## src/rtl/btn_event_gen_if.sv

```systemverilog
// Event output port: valid/ready stream of {code, button index}.
interface btn_event_gen_if #(
  parameter int IDX_WIDTH = 2
);
  logic                 EVT_VALID_O;
  logic                 EVT_READY_I;
  logic [1:0]           EVT_CODE_O;
  logic [IDX_WIDTH-1:0] EVT_IDX_O;

  modport master (output EVT_VALID_O, EVT_CODE_O, EVT_IDX_O, input EVT_READY_I);
  modport slave  (input EVT_VALID_O, EVT_CODE_O, EVT_IDX_O, output EVT_READY_I);
endinterface

```

## src/rtl/btn_event_gen.sv

```systemverilog
// Button event generator: per-button press/release/long/repeat FSMs with a
// one-entry pending slot each, fixed-priority merge into an event FIFO.

// One button: IDLE/PRESSED/HELD FSM, hold counter and pending event slot.
module btn_event_lane #(
  parameter int unsigned LONG_CLOCKS   = 32'd16777216,
  parameter int unsigned REPEAT_CLOCKS = 32'd4194304
) (
  input  logic       clk_i,
  input  logic       rst_n_i,
  input  logic       btn_i,
  input  logic       drain_i,
  output logic       busy_o,
  output logic       slot_vld_o,
  output logic [1:0] slot_code_o,
  output logic       drop_o
);
  localparam logic [1:0]  EV_PRESS   = 2'b00;
  localparam logic [1:0]  EV_RELEASE = 2'b01;
  localparam logic [1:0]  EV_LONG    = 2'b10;
  localparam logic [1:0]  EV_REPEAT  = 2'b11;
  localparam logic [31:0] LONG_LAST  = 32'(LONG_CLOCKS - 1);
  localparam logic [31:0] REP_LAST   = 32'(REPEAT_CLOCKS - 1);

  typedef enum logic [1:0] {IDLE = 2'd0, PRESSED = 2'd1, HELD = 2'd2} state_t;

  state_t      state_q, state_d;
  logic [31:0] cnt_q, cnt_d;
  logic        slot_vld_q, slot_vld_d;
  logic [1:0]  slot_code_q, slot_code_d;
  logic        ev_emit;
  logic [1:0]  ev_code;

  // Next state, event emission and pending-slot update.
  always_comb begin
    state_d     = state_q;
    cnt_d       = cnt_q;
    ev_emit     = 1'b0;
    ev_code     = EV_PRESS;
    slot_vld_d  = slot_vld_q && !drain_i;
    slot_code_d = slot_code_q;
    drop_o      = 1'b0;
    case (state_q)
      IDLE: if (btn_i) begin
        state_d = PRESSED; cnt_d = '0; ev_emit = 1'b1; ev_code = EV_PRESS;
      end
      PRESSED: begin
        // release takes priority over the LONG threshold
        if (!btn_i) begin
          state_d = IDLE; ev_emit = 1'b1; ev_code = EV_RELEASE;
        end else if (cnt_q == LONG_LAST) begin
          state_d = HELD; cnt_d = '0; ev_emit = 1'b1; ev_code = EV_LONG;
        end else begin
          cnt_d = cnt_q + 32'd1;
        end
      end
      HELD: begin
        if (!btn_i) begin
          state_d = IDLE; ev_emit = 1'b1; ev_code = EV_RELEASE;
        end else if (cnt_q == REP_LAST) begin
          cnt_d = '0; ev_emit = 1'b1; ev_code = EV_REPEAT;
        end else begin
          cnt_d = cnt_q + 32'd1;
        end
      end
      default: state_d = IDLE;
    endcase
    // a slot drained at this edge can take the new event
    if (ev_emit) begin
      if (!slot_vld_q || drain_i) begin
        slot_vld_d  = 1'b1;
        slot_code_d = ev_code;
      end else begin
        drop_o = 1'b1;
      end
    end
  end

  // State, counter and slot registers.
  always_ff @(posedge clk_i) begin
    if (!rst_n_i) begin
      state_q     <= IDLE;
      cnt_q       <= '0;
      slot_vld_q  <= 1'b0;
      slot_code_q <= '0;
    end else begin
      state_q     <= state_d;
      cnt_q       <= cnt_d;
      slot_vld_q  <= slot_vld_d;
      slot_code_q <= slot_code_d;
    end
  end

  assign busy_o      = (state_q != IDLE);
  assign slot_vld_o  = slot_vld_q;
  assign slot_code_o = slot_code_q;
endmodule

module btn_event_gen #(
  parameter int          PORT_WIDTH    = 4,
  parameter int          IDX_WIDTH     = 2,
  parameter int unsigned LONG_CLOCKS   = 32'd16777216,
  parameter int unsigned REPEAT_CLOCKS = 32'd4194304,
  parameter int          FIFO_DEPTH    = 8
) (
  input  logic                  CLK_I,
  input  logic                  RST_N_I,
  input  logic [PORT_WIDTH-1:0] BTN_I,
  output logic [PORT_WIDTH-1:0] BTN_STATE_O,
  output logic                  OVF_O,
  btn_event_gen_if.master       evt
);
  localparam int AW = $clog2(FIFO_DEPTH);
  localparam int EW = 2 + IDX_WIDTH;

  logic [PORT_WIDTH-1:0]      slot_vld, drain, drop;
  logic [PORT_WIDTH-1:0][1:0] slot_code;

  for (genvar g = 0; g < PORT_WIDTH; g++) begin : g_lane
    btn_event_lane #(
      .LONG_CLOCKS  (LONG_CLOCKS),
      .REPEAT_CLOCKS(REPEAT_CLOCKS)
    ) u_lane (
      .clk_i      (CLK_I),
      .rst_n_i    (RST_N_I),
      .btn_i      (BTN_I[g]),
      .drain_i    (drain[g]),
      .busy_o     (BTN_STATE_O[g]),
      .slot_vld_o (slot_vld[g]),
      .slot_code_o(slot_code[g]),
      .drop_o     (drop[g])
    );
  end

  logic [EW-1:0] mem_q [FIFO_DEPTH];
  logic [AW-1:0] wr_ptr_q, rd_ptr_q;
  logic [AW:0]   fill_q;
  logic          ovf_q;
  logic          full, found, wr_en, pop, vld;
  logic [EW-1:0] wr_data, head;

  assign full = (fill_q == (AW+1)'(FIFO_DEPTH));
  assign vld  = (fill_q != '0);
  assign pop  = vld && evt.EVT_READY_I;

  // Lowest-index occupied slot wins; it drains only when the FIFO takes it.
  always_comb begin
    drain   = '0;
    found   = 1'b0;
    wr_data = '0;
    for (int i = 0; i < PORT_WIDTH; i++) begin
      if (slot_vld[i] && !found) begin
        found    = 1'b1;
        wr_data  = {slot_code[i], IDX_WIDTH'(i)};
        drain[i] = !full;
      end
    end
    wr_en = found && !full;
  end

  // Event storage; contents are only meaningful below the fill level.
  always_ff @(posedge CLK_I) begin
    if (wr_en) mem_q[wr_ptr_q] <= wr_data;
  end

  // FIFO pointers, occupancy and sticky overflow flag.
  always_ff @(posedge CLK_I) begin
    if (!RST_N_I) begin
      wr_ptr_q <= '0;
      rd_ptr_q <= '0;
      fill_q   <= '0;
      ovf_q    <= 1'b0;
    end else begin
      if (wr_en) wr_ptr_q <= wr_ptr_q + AW'(1);
      if (pop)   rd_ptr_q <= rd_ptr_q + AW'(1);
      case ({wr_en, pop})
        2'b10:   fill_q <= fill_q + (AW+1)'(1);
        2'b01:   fill_q <= fill_q - (AW+1)'(1);
        default: fill_q <= fill_q;
      endcase
      ovf_q <= ovf_q | (|drop);
    end
  end

  // Head fields read as zero while the FIFO is empty.
  assign head            = mem_q[rd_ptr_q];
  assign evt.EVT_VALID_O = vld;
  assign evt.EVT_CODE_O  = vld ? head[EW-1:IDX_WIDTH] : 2'b00;
  assign evt.EVT_IDX_O   = vld ? head[IDX_WIDTH-1:0] : '0;
  assign OVF_O           = ovf_q;
endmodule

```

## src/flat_wrapper.sv

```systemverilog
// flat-port wrapper written by rule: the top's interface ports become plain ports
module btn_event_gen_flat 
#(
  parameter int          PORT_WIDTH    = 4,
  parameter int          IDX_WIDTH     = 2,
  parameter int unsigned LONG_CLOCKS   = 32'd16777216,
  parameter int unsigned REPEAT_CLOCKS = 32'd4194304,
  parameter int          FIFO_DEPTH    = 8
)
  (CLK_I, RST_N_I, BTN_I, BTN_STATE_O, OVF_O, evt_EVT_VALID_O, evt_EVT_CODE_O, evt_EVT_IDX_O, evt_EVT_READY_I);
  btn_event_gen_if #(.IDX_WIDTH(IDX_WIDTH)) evt_i ();
  input  logic CLK_I;
  input  logic RST_N_I;
  input  logic [PORT_WIDTH-1:0] BTN_I;
  output logic [PORT_WIDTH-1:0] BTN_STATE_O;
  output logic OVF_O;
  output wire logic [$bits(evt_i.EVT_VALID_O)-1:0] evt_EVT_VALID_O;
  output wire logic [$bits(evt_i.EVT_CODE_O)-1:0] evt_EVT_CODE_O;
  output wire logic [$bits(evt_i.EVT_IDX_O)-1:0] evt_EVT_IDX_O;
  input wire logic [$bits(evt_i.EVT_READY_I)-1:0] evt_EVT_READY_I;
  assign evt_EVT_VALID_O = evt_i.EVT_VALID_O;
  assign evt_EVT_CODE_O = evt_i.EVT_CODE_O;
  assign evt_EVT_IDX_O = evt_i.EVT_IDX_O;
  assign evt_i.EVT_READY_I = evt_EVT_READY_I;
  btn_event_gen #(.PORT_WIDTH(PORT_WIDTH), .IDX_WIDTH(IDX_WIDTH), .LONG_CLOCKS(LONG_CLOCKS), .REPEAT_CLOCKS(REPEAT_CLOCKS), .FIFO_DEPTH(FIFO_DEPTH)) u_core (.CLK_I(CLK_I), .RST_N_I(RST_N_I), .BTN_I(BTN_I), .BTN_STATE_O(BTN_STATE_O), .OVF_O(OVF_O), .evt(evt_i));
endmodule
```

## config.mk

```make
export PLATFORM = sky130hd
export DESIGN_NAME = btn_event_gen_flat
export DESIGN_NICKNAME = d
export VERILOG_FILES = /design/src/rtl/btn_event_gen_if.sv /design/src/rtl/btn_event_gen.sv /design/src/flat_wrapper.sv
export SDC_FILE = /design/constraint.sdc
export NUM_CORES = 1
export LEC_CHECK = 0
export ABC_AREA = 1
export CORE_UTILIZATION = 40
export DETAILED_ROUTE_END_ITERATION = 8
export HOLD_SLACK_MARGIN = 0.05
export PLACE_DENSITY = 0.63
export SYNTH_ARGS = -nofsm -noshare
export SYNTH_HDL_FRONTEND = slang
export SYNTH_SLANG_ARGS = --single-unit
```

## constraint.sdc

```tcl
create_clock -name CLK_I -period 5 [get_ports CLK_I]
set_input_delay 1 -clock CLK_I [delete_from_list [all_inputs] [get_ports CLK_I]]
set_output_delay 1 -clock CLK_I [all_outputs]
set_load 0.005 [all_outputs]
```

# Word-level counts from Yosys, hierarchy flattened

Memories as Yosys holds them, arrays and structs flattened. A register that Yosys moved wholly into a read port is not among the register bits.
Index checks and enable logic that the tools add are counted.

$add $sub $neg: 8
Equal/unequal tests: 39
Mux-type cells: 123
Bitwise operators: 1
Reduce and logical (&&, ||, !) cells: 52

Operator list:

| operator              | number |
|---|---|
| $mux 32               | 20 |
| $pmux 32 s3           | 4 |
| $add 32x1->32 const B | 4 |
| $eq 32x22->1 const B  | 4 |
| $eq 32x24->1 const B  | 4 |
| $mux 2                | 34 |
| $mux 1                | 46 |
| $ne 2x2->1 const B    | 16 |
| $pmux 2 s3            | 4 |
| $mux 4                | 4 |
| $pmux 2 s2            | 4 |
| $reduce_and 4->1      | 4 |
| $logic_not 1->1       | 12 |
| $ne 3x3->1 const B    | 4 |
| $pmux 1 s3            | 4 |
| $reduce_and 3->1      | 4 |
| $reduce_bool 3->1     | 4 |
| $eq 2x1->1 const B    | 5 |
| $eq 2x2->1 const B    | 5 |
| $reduce_bool 2->1     | 5 |
| $logic_and 1x1->1     | 9 |
| $logic_not 2->1       | 4 |
| $pmux 4 s2            | 1 |
| $reduce_and 2->1      | 4 |
| other kinds (9)       | 14 |

Register bits after elaboration: 159
Bits in writable memories: 32
Output and inout bits: 10
Logic and storage cells: 244
Memories kept: 1

Memories:

| memory       | words | bits a word | read ports | clocked after memory_dff | wr ports | line                 | text |
|---|---|---|---|---|---|---|---|
| u_core.mem_q | 8     | 4           | 1          | 1                        | 1        | btn_event_gen.sv:135 | `logic [EW-1:0] mem_q [FIFO_DEPTH];` |

# Longest topological paths before layout

Depth after elaboration: 15
Depth in mapped cells: 15
Mapped depth without buffers: 15

# Modules after synthesis

Synthesis repeated with hierarchy kept, for this count alone.

Cells, all modules: 1451
Area, all modules: 10750.3 um^2

By module, submodules not included:

| module                                        | times used | cells an instance | area an instance (um^2) | seq. area each (um^2) |
|---|---|---|---|---|
| btn_event_lane at u_core.g_lane[1].u_lane ... | 2          | 303               | 2090.8                  | 740.7 |
| btn_event_lane at u_core.g_lane[3].u_lane     | 1          | 318               | 2296.0                  | 740.7 |
| btn_event_lane at u_core.g_lane[0].u_lane     | 1          | 306               | 2147.1                  | 740.7 |
| btn_event_gen                                 | 1          | 221               | 2125.8                  | 1241.2 |

# Worst setup path after synthesis

Ideal clock, no wire load.

Path type: input -> register
Start point: input port evt_EVT_READY_I
End point: register u_core.fill_q[3]
Arrival time: 2.376 ns
Data required time: 4.881 ns
Slack: 2.504 ns
Stages on the path: 12
Path buffers: 0
Cell sequence: nand2_1 inv_1 ha_1 ha_1 nand2_1 nor2_1 a211oi_1 nor2_1 nor2_1 nand2_1 o21ai_0 a21oi_1

Longest elaborated chain between the ends: 3
Elaborated cells between the ends (all ways): 5
Classes of those cells: eq/ne: 2; mux: 1; reduce/logical: 2

Ends and longest elaborated chain:

| what                                            | line                 | text |
|---|---|---|
| start, declared                                 | flat_wrapper.sv:20   | `input wire logic [$bits(evt_i.EVT_READY_I)-1:0] evt_EVT_READY_I;` |
| $logic_and 1x1->1 (*)                           | btn_event_gen.sv:144 | `assign pop = vld && evt.EVT_READY_I;` |
| named net u_core.pop                            | btn_event_gen.sv:139 | `logic full, found, wr_en, pop, vld;` |
| $eq 2x1->1 or $eq 2x2->1 (tied branches)        | btn_event_gen.sv:176 | `case ({wr_en, pop})` |
| $pmux 4 s2 or $reduce_bool 2->1 (tied branches) | -                    |  |
| end signal, assigned                            | btn_event_gen.sv:177 | `2'b10: fill_q <= fill_q + (AW+1)'(1);` |
| end signal, assigned                            | btn_event_gen.sv:178 | `2'b01: fill_q <= fill_q - (AW+1)'(1);` |
| end signal, assigned                            | btn_event_gen.sv:179 | `default: fill_q <= fill_q;` |
| end, declared                                   | btn_event_gen.sv:137 | `logic [AW:0] fill_q;` |

Mark *: on every way through the listed nets, which the timed path passes. The rest lies on a longest branch.
A chain may end at the register's enable or synchronous reset.

==> impl_metrics.tcl <==
set metrics [dict create \
    run_status "completed" \
    io_pins 17 \
    numCtsBuffers 17 \
    setup_viol 0 \
    clock_latency_ps 430 \
    rows 58 \
    h-tree-depth 4 \
    antenna_cells 0 \
    hold_buffers 0 \
    cp-endpoint "evt_EVT_CODE_O[0]" \
    wirelength_mm 20.9 \
    syn_to_final_growth_pct 10.3 \
    port_buffers 16 \
    grtUsageTotal_pct 16.6 \
    finalHoldViolCount 0 \
    report.final.slew_viol_count 0 \
    relSlewSlack_pct 30.3 \
    r2r-start "u_core.g_lane[3].u_lane.cnt_q[0]" \
    dp_slack_ps 1610 \
    first_pass_iters 5 \
    path_clk_slew_ps 70 \
    vdd_drop_max_uv 182 \
    skew_ps 12.6 \
    vias 8595 \
    max_freq_mhz 295 \
    drtAntennaViolNets 0 \
    drc 0 \
    cp.arrival_ps 2390 \
    multi_input_area_sq_um 5190 \
    post_cts_resized 0 \
    cp.required_ps 4000 \
    regArea_sq_um 4200 \
    dp_hpwl_mm 15.1 \
    hold_path_depth 2 \
    reg2reg_to "u_core.g_lane[3].u_lane.cnt_q[31]" \
    yosysSeqAreaShare_pct 41.2 \
    die_w_um 162 \
    syn_avg_cell_area_sq_um 7.27 \
    layout-drive-gt1-share_pct 5.68 \
    rsz0062_at_grt "no" \
    via_per_inst 4.90 \
    fin_crit_sh_pct 67.9 \
    crit_fanout 17 \
    hold_class "flip-flop to flip-flop" \
    ys_ff_latch 194 \
    grt_pass1_wl_mm 36.0 \
    drv_cap 0 \
    post_cts_buffers 0 \
    num-nets-final 1445 \
    crit_path_start_kind "flip-flop" \
    first_iter_violations 522 \
    synth_edf_count 32 \
    ys_warn_count 0 \
    crit_type "flip-flop to primary output" \
    fillCellCount 2552 \
    setup_tns_ps 0 \
    clock-sinks 194 \
    cts_buffer_depth 2 \
    p_per_area_nw_per_um2 339 \
    grt_pass1_vias 8001 \
    syn-instance-count 1402 \
    wire_per_inst_um 11.9 \
    die_h_um 162 \
    worstSetupEndpointType "primary output" \
    fin_ws_ps 1610 \
    rrSetupSlack_ps 2340 \
    p_leak_uw 0.00408 \
    ys.flop_type "dfxtp_1" \
    period_needed_ps 3390 \
    overflow 0 \
    worst_pin_slew_ps 1040 \
    grt_max_degree 31 \
    core_area_sq_um 25100 \
    synth.cell_area_sq_um 10200 \
    rr_worst_depth 10 \
    ys_async_sr_fraction_pct 0 \
    routabilityCongestion 0.863 \
    tritoncts "built" \
    die_area_sq_um 26100 \
    start_util_pct 40.6 \
    cts_root_buf "clkbuf_16" \
    antenna_found_initial 0 \
    syn_nets 1435 \
    synth.distinct_cells 53 \
]
## sequential cells by signal, indices dropped and copies added (netlist names), named ones only
signal                            flops
u_core.g_lane.u_lane.slot_vld_o       4
u_core.g_lane.u_lane.cnt_q          128
u_core.rd_ptr_q                       3
u_core.g_lane.u_lane.state_q          8
u_core.g_lane.u_lane.slot_code_o      8
u_core.fill_q                         4
u_core.OVF_O                          1
u_core.mem_q                         32
u_core.wr_ptr_q                       3
## where the power goes
group          internal (uW)  switching, uW
clock                    779            628
combinational            246            426
sequential              1690           49.5
## layout by cell type (no fill, tap or decap), types with 4 or more instances in the layout
master / count
clkbuf_16: 17
nor3b_2: 5
nand3_1: 73
dfxtp_1: 162
nor2_2: 8
a21oi_1: 51
nand4_1: 35
nor3_2: 5
o21a_1: 5
inv_6: 4
edfxtp_1: 32
xor2_1: 40
ha_1: 25
a31oi_1: 8
nand2_1: 274
clkdlybuf4s50_1: 16
nand2_2: 6
inv_2: 5
inv_1: 166
xnor2_1: 21
buf_4: 4
nor3b_1: 14
o22ai_1: 9
nor2_4: 5
o21ai_0: 59
nor2_1: 262
nor4_1: 6
nor3_1: 59
## area by class of cell
type                            count  share of cell area, %
Inverter                          172                   5.74
Clock inverter                     12                   1.28
Clock buffer                       20                   4.09
Tap cell                          330                   3.67
Multi-Input combinational cell   1007                   46.1
Timing Repair Buffer               20                   1.69
Sequential cell                   194                   37.4
## critical path, stage by stage (launching register included)
cell             delay [ps]
dfxtp_1                 300
buf_4                   190
inv_1                   360
o21ai_0                 140
o22ai_1                 120
o21ai_0                 100
a31oi_1                 210
clkdlybuf4s50_1         530
## synthesized netlist by cell type (all sizes together) (3+ instances only)
master  instances  share of area (%)
clkbuf          8               0.31
nor4            8               0.70
edfxtp         32                9.4
nor2          275                 11
a21oi          51                2.5
inv           171                6.3
nor3           64                3.4
o22ai           9               0.55
buf            21                1.3
o21a            5               0.37
nand3          77                4.0
xor2           40                3.4
a31oi           8               0.49
dfxtp         162                 32
mux2i           3               0.29
o21ai          63                3.1
a211oi          3               0.22
xnor2          21                1.8
ha             25                3.1
nand2         281                 11
nor3b          19                1.6
nand4          38                2.6
## kinds of logic (layout without fill, tap and decap cells)
kind of cell	count (synthesis)	after routing	share of synthesized area, %
XOR/XNOR	61	61	5.24
multiplexers	3	3	0.294
AND/OR/NAND/NOR	769	769	34.1
flip-flops	194	194	41.2
AO/OA/AOI/OAI	148	148	7.94
adder cells (fa/ha/maj)	26	26	3.26
buffers and inverters	201	224	7.94
## metrics by stage
step | hold slack (ps) | power [uW] | util, % | area, sq um | instances
2_1_floorplan | 433 | 2240 | - | 10200 | 1402
3_3_place_gp | 449 | 2440 | 42.4 | 10600 | 1723
3_5_place_dp | 453 | 2450 | 42.4 | 10600 | 1723
4_1_cts | 465 | 3860 | 44.8 | 11200 | 1755
5_1_grt | 494 | 4020 | 44.8 | 11200 | 1755
6_report | 466 | 3820 | 44.8 | 11200 | 1755
## per-layer routing
metal	vias up	global-route usage (%)	wire, um
li1	4567	-	-
met5	-	0	0
met1	3896	21.6	10300
met2	112	28.3	9600
met4	0	5.23	306
met3	20	2.32	618
## worst min path at each step
stage / end / slack (ps) / start
floorplan: flip-flop / 430 / u_core.rd_ptr_q[2]
global placement: u_core.rd_ptr_q[2] / 450 / u_core.rd_ptr_q[2]
detailed placement: flip-flop / 450 / u_core.rd_ptr_q[2]
CTS: u_core.rd_ptr_q[2] / 470 / u_core.rd_ptr_q[2]
global route: u_core.g_lane[1].u_lane.cnt_q[30] / 490 / u_core.g_lane[1].u_lane.cnt_q[30]
finish: u_core.rd_ptr_q[2] / 470 / u_core.rd_ptr_q[2]
No activity file was read; power rests on OpenSTA's default activity.
